[src/rtl/fifo_arb_pkg.sv]
// fifo_arb_pkg
//   Shared types and helpers for the FIFO push arbiter.
//   - word_t      : default-width data word
//   - arb_state_e : arbiter FSM states
//   - next_rr     : circular round-robin search returning a one-hot pick
package fifo_arb_pkg;

  localparam int MAX_REQ   = 8;
  localparam int DEF_WIDTH = 32;

  typedef logic [DEF_WIDTH-1:0] word_t;

  typedef enum logic {
    IDLE  = 1'b0,
    BURST = 1'b1
  } arb_state_e;

  // Searches ptr+1, ptr+2, ... (mod n) and returns the first active requester
  // as a one-hot vector. The requester at ptr itself is visited last, so a
  // releasing owner only wins again when nobody else is asking.
  function automatic logic [MAX_REQ-1:0] next_rr(input logic [MAX_REQ-1:0] req,
                                                  input logic [2:0]         ptr,
                                                  input int                 n);
    logic [MAX_REQ-1:0] onehot;
    int                 idx;
    onehot = '0;
    for (int k = 1; k <= MAX_REQ; k++) begin
      idx = int'(ptr) + k;
      if (idx >= n) idx = idx - n;
      if ((k <= n) && (onehot == '0) && req[idx[2:0]]) onehot[idx[2:0]] = 1'b1;
    end
    return onehot;
  endfunction

endpackage

[src/rtl/fifo_push_arbiter_rr_pick.sv]
// rr_pick
//   Purely combinational circular priority picker.
//   req    : request vector
//   ptr    : index of the last winner; search starts just after it
//   onehot : selected requester (zero when none)
//   found  : at least one requester was selected
module rr_pick
  import fifo_arb_pkg::*;
#(
  parameter int N     = 4,
  parameter int PTR_W = 2
) (
  input  logic [N-1:0]     req,
  input  logic [PTR_W-1:0] ptr,
  output logic [N-1:0]     onehot,
  output logic             found
);

  logic [MAX_REQ-1:0] req_ext;
  logic [MAX_REQ-1:0] pick;

  always_comb begin
    req_ext        = '0;
    req_ext[N-1:0] = req;
  end

  assign pick   = next_rr(req_ext, 3'(ptr), N);
  assign onehot = pick[N-1:0];
  // Bits above N are always zero, so reducing the whole vector is equivalent.
  assign found  = |pick;

endmodule

[src/rtl/fifo_push_arbiter.sv]
// fifo_push_arbiter
//   Shares one FIFO push port among NUM_REQ producers with round-robin,
//   bounded-burst arbitration, and gates the consumer pop with FIFO empty.
//   clk, reset          : clock, asynchronous active-high reset
//   req, req_data       : producer valids and packed words (i at [i*WIDTH +: WIDTH])
//   gnt                 : registered one-hot (or zero) grant
//   fifo_push/data_in   : to the FIFO write side
//   fifo_full/empty     : FIFO status
//   pop_req             : consumer read request
//   fifo_pop, pop_valid : to the FIFO read side / consumer data-valid
//   stall_cnt           : saturating count of blocked transfer cycles
module fifo_push_arbiter
  import fifo_arb_pkg::*;
#(
  parameter int NUM_REQ   = 4,
  parameter int WIDTH     = 32,
  parameter int MAX_BURST = 4,
  parameter int STALL_W   = 16
) (
  input  logic                     clk,
  input  logic                     reset,
  input  logic [NUM_REQ-1:0]       req,
  input  logic [NUM_REQ*WIDTH-1:0] req_data,
  output logic [NUM_REQ-1:0]       gnt,
  output logic                     fifo_push,
  output logic [WIDTH-1:0]         fifo_data_in,
  input  logic                     fifo_full,
  input  logic                     fifo_empty,
  input  logic                     pop_req,
  output logic                     fifo_pop,
  output logic                     pop_valid,
  output logic [STALL_W-1:0]       stall_cnt
);

  localparam int                  IDX_W     = $clog2(NUM_REQ);
  localparam int                  BEAT_W    = 4;
  localparam logic [BEAT_W-1:0]   LAST_BEAT = BEAT_W'(MAX_BURST - 1);
  localparam logic [IDX_W-1:0]    PTR_RESET = IDX_W'(NUM_REQ - 1);

  arb_state_e          state_reg;
  logic [NUM_REQ-1:0]  gnt_reg;
  logic [BEAT_W-1:0]   beat_cnt_reg;
  logic [IDX_W-1:0]    rr_ptr_reg;
  logic [STALL_W-1:0]  stall_cnt_reg;

  logic [WIDTH-1:0]    req_word [NUM_REQ];
  logic [IDX_W-1:0]    owner_idx;
  logic [IDX_W-1:0]    pick_ptr;
  logic [NUM_REQ-1:0]  pick_onehot;
  logic                pick_found;
  logic                owner_req;
  logic                push_block;
  logic                xfer;
  logic                release_burst;
  logic                stalled;

  genvar gi;
  generate
    for (gi = 0; gi < NUM_REQ; gi++) begin : g_slice
      assign req_word[gi] = req_data[gi*WIDTH +: WIDTH];
    end
  endgenerate

  // Pop path: zero latency, never pops an empty FIFO.
  assign fifo_pop   = pop_req && !fifo_empty;
  assign pop_valid  = fifo_pop;

  // A full FIFO can still accept a word when a pop frees a slot this cycle.
  assign push_block = fifo_full && !fifo_pop;
  assign owner_req  = |(gnt_reg & req);
  assign xfer       = owner_req && !push_block;
  assign fifo_push  = xfer;
  assign stalled    = (|gnt_reg) && owner_req && push_block;

  always_comb begin
    owner_idx = '0;
    for (int i = 0; i < NUM_REQ; i++) begin
      if (gnt_reg[i]) owner_idx = IDX_W'(i);
    end
  end

  // AND-OR mux over the one-hot grant; zero when nothing is granted.
  always_comb begin
    fifo_data_in = '0;
    for (int i = 0; i < NUM_REQ; i++) begin
      if (gnt_reg[i]) fifo_data_in = fifo_data_in | req_word[i];
    end
  end

  // One picker serves both decisions: from IDLE the search starts after the
  // last released owner, during a burst it starts after the current owner.
  assign pick_ptr = (state_reg == IDLE) ? rr_ptr_reg : owner_idx;

  rr_pick #(
    .N     (NUM_REQ),
    .PTR_W (IDX_W)
  ) u_rr_pick (
    .req    (req),
    .ptr    (pick_ptr),
    .onehot (pick_onehot),
    .found  (pick_found)
  );

  assign release_burst = (state_reg == BURST) &&
                         ((xfer && (beat_cnt_reg == LAST_BEAT)) || !owner_req);

  always_ff @(posedge clk or posedge reset) begin
    if (reset) begin
      state_reg     <= IDLE;
      gnt_reg       <= '0;
      beat_cnt_reg  <= '0;
      rr_ptr_reg    <= PTR_RESET;
      stall_cnt_reg <= '0;
    end else begin
      if (stalled && (stall_cnt_reg != '1)) stall_cnt_reg <= stall_cnt_reg + STALL_W'(1);

      case (state_reg)
        IDLE: begin
          if (pick_found) begin
            gnt_reg      <= pick_onehot;
            beat_cnt_reg <= '0;
            state_reg    <= BURST;
          end
        end
        BURST: begin
          if (release_burst) begin
            rr_ptr_reg   <= owner_idx;
            beat_cnt_reg <= '0;
            if (pick_found) begin
              gnt_reg <= pick_onehot;
            end else begin
              gnt_reg   <= '0;
              state_reg <= IDLE;
            end
          end else if (xfer) begin
            beat_cnt_reg <= beat_cnt_reg + BEAT_W'(1);
          end
        end
      endcase
    end
  end

  assign gnt       = gnt_reg;
  assign stall_cnt = stall_cnt_reg;

  a_gnt_onehot0: assert property (@(posedge clk) disable iff (reset) $onehot0(gnt_reg));
  a_no_push_full: assert property (@(posedge clk) disable iff (reset)
                                   !(fifo_push && fifo_full && !fifo_pop));
  a_no_pop_empty: assert property (@(posedge clk) disable iff (reset)
                                   !(fifo_pop && fifo_empty));

endmodule

[config.mk]
export PLATFORM = sky130hd
export DESIGN_NAME = fifo_push_arbiter
export DESIGN_NICKNAME = d
export VERILOG_FILES = /design/src/rtl/fifo_arb_pkg.sv /design/src/rtl/fifo_push_arbiter_rr_pick.sv /design/src/rtl/fifo_push_arbiter.sv
export SDC_FILE = /design/constraint.sdc
export NUM_CORES = 1
export LEC_CHECK = 0
export CAP_MARGIN = 20
export CORE_MARGIN = 4
export CORE_UTILIZATION = 35
export CTS_CLUSTER_DIAMETER = 30
export DETAILED_ROUTE_END_ITERATION = 8
export PLACE_DENSITY = 0.82
export SLEW_MARGIN = 10
export SYNTH_ARGS = -nofsm -noshare
export SYNTH_HDL_FRONTEND = slang
export SYNTH_SLANG_ARGS = --single-unit
[constraint.sdc]
create_clock -name clk -period 3.7 [get_ports clk]
set_input_delay 1.11 -clock clk [delete_from_list [all_inputs] [get_ports clk]]
set_output_delay 1.11 -clock clk [all_outputs]
set_load 0.005 [all_outputs]
# == Word-level counts from Yosys, hierarchy flattened ==
# Cells that the tools add are included.
# word_totals
ff_bits,27
latch_bits,0
ram_bits,0
romBits,0
inputBits,137
out_inout_bits,55
wordCells,112
memories,0
# op_classes
addsub,10
mul,0
n_div,0
n_lt_le_gt_ge,12
n_eq_ne,5
n_shift,0
muxes,43
n_bitwise,8
n_reduce_logical,29
# op_table
cell,n
32-bit two-way mux,4
"32-bit by 4-bit greater-or-equal comparator with 1-bit output, second input constant",3
32-bit bitwise OR,3
8-bit two-way mux,4
8-bit logical NOT,3
4-bit two-way mux,6
8-bit bitwise OR,3
"16-bit by 1-bit adder with 16-bit output, second input constant",1
"3-bit by 4-bit less-than comparator with 1-bit output, second input constant",4
"16-bit inequality test, second input constant",1
4-bit case mux with 2 select lines,2
1-bit logical AND,15
1-bit binary-select mux with 3-bit select,4
1-bit demux with 3-bit select,4
"3-bit by 1-bit greater-or-equal comparator with 1-bit output, second input constant",4
3-bit two-way mux,4
"3-bit subtractor, second input constant",4
1-bit two-way mux,11
4-bit OR reduction,2
8-bit OR reduction,1
"2-bit by 2-bit adder with 3-bit output, second input constant",2
2-bit two-way mux,3
2-bit AND reduction,3
"2-bit by 3-bit adder with 4-bit output, second input constant",1
other kinds (12),15

# == Longest topological paths before layout ==
# logic_depth
depth_word,25
ltp_mapped,15
mapped_depth_nobuf,13

# == Modules after synthesis ==
# From an unflattened synthesis, not the netlist that was laid out.
# hier_totals
hier_cells,327
hier_area_um2,2871.5
# modules_own_cells
module,instances,cells_per_inst,area_per_inst_um2,seq_area_each_um2
fifo_push_arbiter,1,249,2187.1,678.2
rr_pick,1,78,684.4,0.0

# == Least setup slack after synthesis ==
# No wires, ideal clock.
# synth_timing
path_type,flip-flop to flip-flop
start,"register gnt_reg[1], in the netlist gnt[1]"
end,"register gnt_reg[0], in the netlist gnt[0]"
setup_time_ns,0.125
t_arrival_ns,3.265
required_ns,3.575
path_slack_ns,0.310
stages_incl_launch_ff,14
path_buffers,2
period_less_slack_ns,3.390
path_cell_list,dfrtp_1 buf_6 nor2b_4 o22ai_2 inv_2 ha_1 clkbuf_1 or4_1 nand3_1 a311oi_1 a2111o_1 o31ai_4 o21ai_2 mux2_4
# synth_via
elab_chain_cells,25
elab_cells_between_ends,76
classes_between,add/sub (8); order compare (12); eq/ne (2); mux (32); bitwise (4); reduce/logical (18)
# synth_lines
item,line_no,source
start: declaration,fifo_push_arbiter.sv:41,logic [NUM_REQ-1:0] gnt_reg;
start signal: assignment,fifo_push_arbiter.sv:120,gnt_reg <= pick_onehot;
start signal: assignment,fifo_push_arbiter.sv:130,gnt_reg <= pick_onehot;
1-bit two-way mux,fifo_push_arbiter.sv:78,if (gnt_reg[i]) owner_idx = IDX_W'(i);
2-bit two-way mux (2 in a row),fifo_push_arbiter.sv:78,
2-bit two-way mux,fifo_push_arbiter.sv:92,assign pick_ptr = (state_reg == IDLE) ? rr_ptr_reg : owner_idx;
2-bit by 1-bit adder with 3-bit output,fifo_arb_pkg.sv:28,idx = int'(ptr) + k;
32-bit by 4-bit greater-or-equal comparator with 1-bit output / 3-bit subtractor (equally long branches),fifo_arb_pkg.sv:29,if (idx >= n) idx = idx - n;
3-bit two-way mux,fifo_arb_pkg.sv:29,
3-bit by 4-bit less-than comparator with 1-bit output (not written as such) / 3-bit by 1-bit greater-or-equal comparator with 1-bit output (equally long branches),fifo_arb_pkg.sv:30,if ((k <= n) && (onehot == '0) && req[idx[2:0]]) onehot[idx[2:0]] = 1'b1;
1-bit logical AND (not written as such),fifo_arb_pkg.sv:30,
[8 not listed],--,
8-bit two-way mux,fifo_arb_pkg.sv:30,
8-bit logical NOT,fifo_arb_pkg.sv:30,
1-bit logical AND,fifo_arb_pkg.sv:30,
8-bit two-way mux,fifo_arb_pkg.sv:30,
8-bit OR reduction,fifo_push_arbiter_rr_pick.sv:30,assign found = |pick;
4-bit two-way mux,fifo_push_arbiter.sv:129,if (pick_found) begin
4-bit two-way mux,fifo_push_arbiter.sv:126,if (release_burst) begin
4-bit case mux with 2 select lines,fifo_push_arbiter.sv:117,case (state_reg)
# Parallel ways exist; a longest one is shown, timed or not. The select of a mux whose other input is x is not followed.
# A chain may end at the register's enable or synchronous reset.

# == Worst setup path in the final report ==
# layout_timing
start,input req[1]
end,output fifo_push
# layout_via
elab_chain_cells,3
# layout_lines
item,line_no,source
start: declaration,fifo_push_arbiter.sv:22,"input logic [NUM_REQ-1:0] req,"
4-bit bitwise AND,fifo_push_arbiter.sv:70,assign owner_req = |(gnt_reg & req);
4-bit OR reduction,fifo_push_arbiter.sv:70,
1-bit logical AND,fifo_push_arbiter.sv:71,assign xfer = owner_req && !push_block;
end: declaration,fifo_push_arbiter.sv:25,"output logic fifo_push,"
# No other way between the ends.

==> impl_metrics.env <==
export IMPL_p_int_mw=2.232
export IMPL_drv_slew=0
export IMPL_path_delay_family="buffers and inverters"
export IMPL_synth_top_flop_cell="dfrtp_1"
export IMPL_portBuffers=191
export IMPL_critPathBufInv=2
export IMPL_clkLatencyLatePin_ps=270
export IMPL_worstHoldPathType="reg -> reg"
export IMPL_via_per_inst=5.398
export IMPL_synthToLayoutAreaGrowth_pct=91.99
export IMPL_synth_cell_type_count=59
export IMPL_path_cells="clkdlybuf4s50_1, a22oi_2, nand2_2, and2_1, clkdlybuf4s50_1"
export IMPL_cap_violations=0
export IMPL_maxSlewHeadroom_pct=65.41
export IMPL_grt_remaining_overflow=0
export IMPL_skew_ps=9.677
export IMPL_netlist_area_mm2=0.002592
export IMPL_finalHoldViolations=0
export IMPL_placed_area_mm2=0.004736
export IMPL_syn_inst=314
export IMPL_wire_per_inst_um=17.86
export IMPL_critPathRequiredTime_ps=2590
export IMPL_fin_ws_ps=57.69
export IMPL_cts_sinks=27
export IMPL_outcome="completed"
export IMPL_combPwrFrac_pct=84.0
export IMPL_hpwl_um=9015
export IMPL_postRouteAntennaNets=0
export IMPL_grt_pass1_vias=3352
export IMPL_finalSetupViolCount=0
export IMPL_synth_top_area_cell="dfrtp_1"
export IMPL_ctsLongestPathBuffers=2
export IMPL_slowest_delay_ps=480
export IMPL_switching_power_mw=1.802
export IMPL_clkPwrFrac_pct=4.3
export IMPL_vdd_ir_drop_max_mv=0.7475
export IMPL_finalCriticalPeriod_ps=3642
export IMPL_place_ws_ps=-238.4
export IMPL_die_area_mm2=0.008848
export IMPL_ys_ff_latch=27
export IMPL_nets=677
export IMPL_grt_pass1_wl_um=16710
export IMPL_tightest_slew_ps=518.8
export IMPL_grt_use_total_pct=23.27
export IMPL_cp_max_fo=4
export IMPL_worstSetupPathType="in -> out"
export IMPL_cts_buffers=3
export IMPL_largest_reg_flops=16
export IMPL_drc_errors=0
export IMPL_final_cell_area_mm2=0.004977
export IMPL_num_io_pins=192
export IMPL_routed_wirelength_um=11220
export IMPL_ys_seq_area_share_pct=26.16
export IMPL_die_h_um=94.07
export IMPL_root_buffer="clkbuf_8"
export IMPL_vias=3390
export IMPL_grt_max_degree=37
export IMPL_n_antenna_cell=0
export IMPL_slowest_stage="clkdlybuf4s50_1"
export IMPL_antenna_found_initial=0
export IMPL_start_util_pct=35.93
export IMPL_cp_start_kind="input port"
export IMPL_drive_gt1_share_pct=14.37
export IMPL_worst_ep_arrival_time_ps=2530
export IMPL_ys_warn_count=0
export IMPL_cts_hold_buf=0
export IMPL_cts_reportedPaths_clkPinSlew_ps=100
export IMPL_num_rows=31
export IMPL_synth_area_leaders="dfrtp_1, a22oi_1, nand2_1, ha_1, xor2_1"
export IMPL_yosysMostFrequentCell="a22oi_1"
export IMPL_place_congestion=0.9209
export IMPL_critPathMostFrequentCell="clkdlybuf4s50_1"
export IMPL_cts_max_level=1
export IMPL_synth_edf_count=0
export IMPL_syn_num_nets=461
export IMPL_first_pass_iters=4
export IMPL_core_area_mm2=0.007214
export IMPL_async_flop_share_pct=100.0
export IMPL_fin_crit_sh_pct=98.44
export IMPL_p_seq_share_pct=11.7
export IMPL_powerDensity_mw_per_mm2=810.5
export IMPL_die_w_um=94.07
export IMPL_cts_tree="done"
export IMPL_avgSynthCellArea_um2=8.256
export IMPL_leakage_nw=2.166
export IMPL_endpoint_kind="primary output"
export IMPL_switching_share_pct=44.67
export IMPL_drtIter0Drc=162
export IMPL_synth_top_area_share_pct=24.13
export IMPL_fmax_mhz=274.6
export IMPL_yosys_top_cells_count="a22oi_1, nand2_1, dfrtp_1"
==> final timing paths <==
check / endpoint / startpoint / slack (ps) / cells past startpoint
min in group asynchronous: stall_cnt[7]$_DFFE_PP0P_ / reset / 1080 / 2
max: fifo_push / req[1] / 60 / 5
max reg2reg: gnt[2]$_DFFE_PP0P_ / gnt[2]$_DFFE_PP0P_ / 190 / 12
min: stall_cnt[7]$_DFFE_PP0P_ / stall_cnt[7]$_DFFE_PP0P_ / 500 / 1
max in group asynchronous: rr_ptr_reg[0]$_DFFE_PP1P_ / reset / 2130 / 3
min reg2reg: stall_cnt[7]$_DFFE_PP0P_ / stall_cnt[7]$_DFFE_PP0P_ / 500 / 1
==> power by group through the flow <==
stage | combinational [mW] | clock (mW) | sequential [mW]
2_1_floorplan | 1.80 | 0 | 0.445
3_3_place_gp | 3.07 | 0 | 0.468
3_5_place_dp | 3.11 | 0 | 0.468
4_1_cts | 3.14 | 0.179 | 0.466
5_1_grt | 3.68 | 0.194 | 0.483
6_report | 3.39 | 0.174 | 0.471
==> metal layers <==
layer  GRT usage, %  vias up  routed length, µm
li1               -     1619                  -
met1          27.44     1600               4335
met2          41.40      151               5688
met3          4.567       20                864
met4          8.664        0                329
met5              0        -                  0
==> logic make-up after synthesis <==
logic type	share of synthesized area [%]
AND/OR/NAND/NOR	20.08
flip-flops	26.16
AO/OA/AOI/OAI	31.90
buffers and inverters	5.549
adder cells (fa/ha/maj)	4.826
XOR/XNOR	5.405
multiplexers	6.081
==> layout make-up <==
type	count	area, µm²
sequential	27	681.9
clock inverter	1	8.758
multi-input combinational	254	1838
tap	99	123.9
clock buffer	3	41.29
inverter	13	48.80
timing repair buffer	231	2235
fill	560	2237
==> layout by cell type (no fill, tap or decap), types with 2 or more instances in the layout <==
cell,synthesis,layout
mux2i_1,3,3
ha_1,10,8
dfrtp_1,25,22
ha_2,0,2
and4_1,2,2
dfstp_2,2,2
nor2_1,18,17
clkdlybuf4s50_1,0,189
clkbuf_8,0,3
nand2b_4,0,2
dfrtp_2,0,3
nand2_1,52,51
a22oi_2,0,2
mux2_2,3,3
a22o_1,3,3
nand3_1,7,6
o21ai_0,2,2
a21oi_1,5,5
a22oi_1,68,66
a211oi_1,2,2
buf_4,3,37
xor2_1,10,10
inv_1,12,12
nand2b_1,4,2
a31oi_1,3,3
and3_1,5,5
a21o_1,2,2
xnor2_1,6,6
and2_1,4,4
nand4_1,7,7
mux2_4,3,3
nor3_1,3,3
o211ai_1,4,4
==> repair_timing <==
item / 4_1_cts / 5_1_grt
setup endpoints to repair: 1 / 9
buffers inserted: 1 / 11
resized for setup: 3 / 17
pin swaps: 1 / 9
==> metrics by stage <==
| step | utilization [%] | power [mW] | TNS (ps) | cells | hold slack, ps |
|---|---|---|---|---|---|
| finish | 68.99 | 4.034 | 0 | 628 | 498.6 |
| global route | 68.99 | 4.356 | -6.991 | 628 | 528.6 |
| CTS | 66.53 | 3.784 | 0 | 616 | 498.9 |
| detailed placement | 65.64 | 3.582 | -1455 | 611 | 481.4 |
| global placement | 65.64 | 3.538 | -948.6 | 611 | 478.5 |
| floorplan | - | 2.242 | 0 | 314 | 477.4 |
No activity file was read; power rests on OpenSTA's default activity.
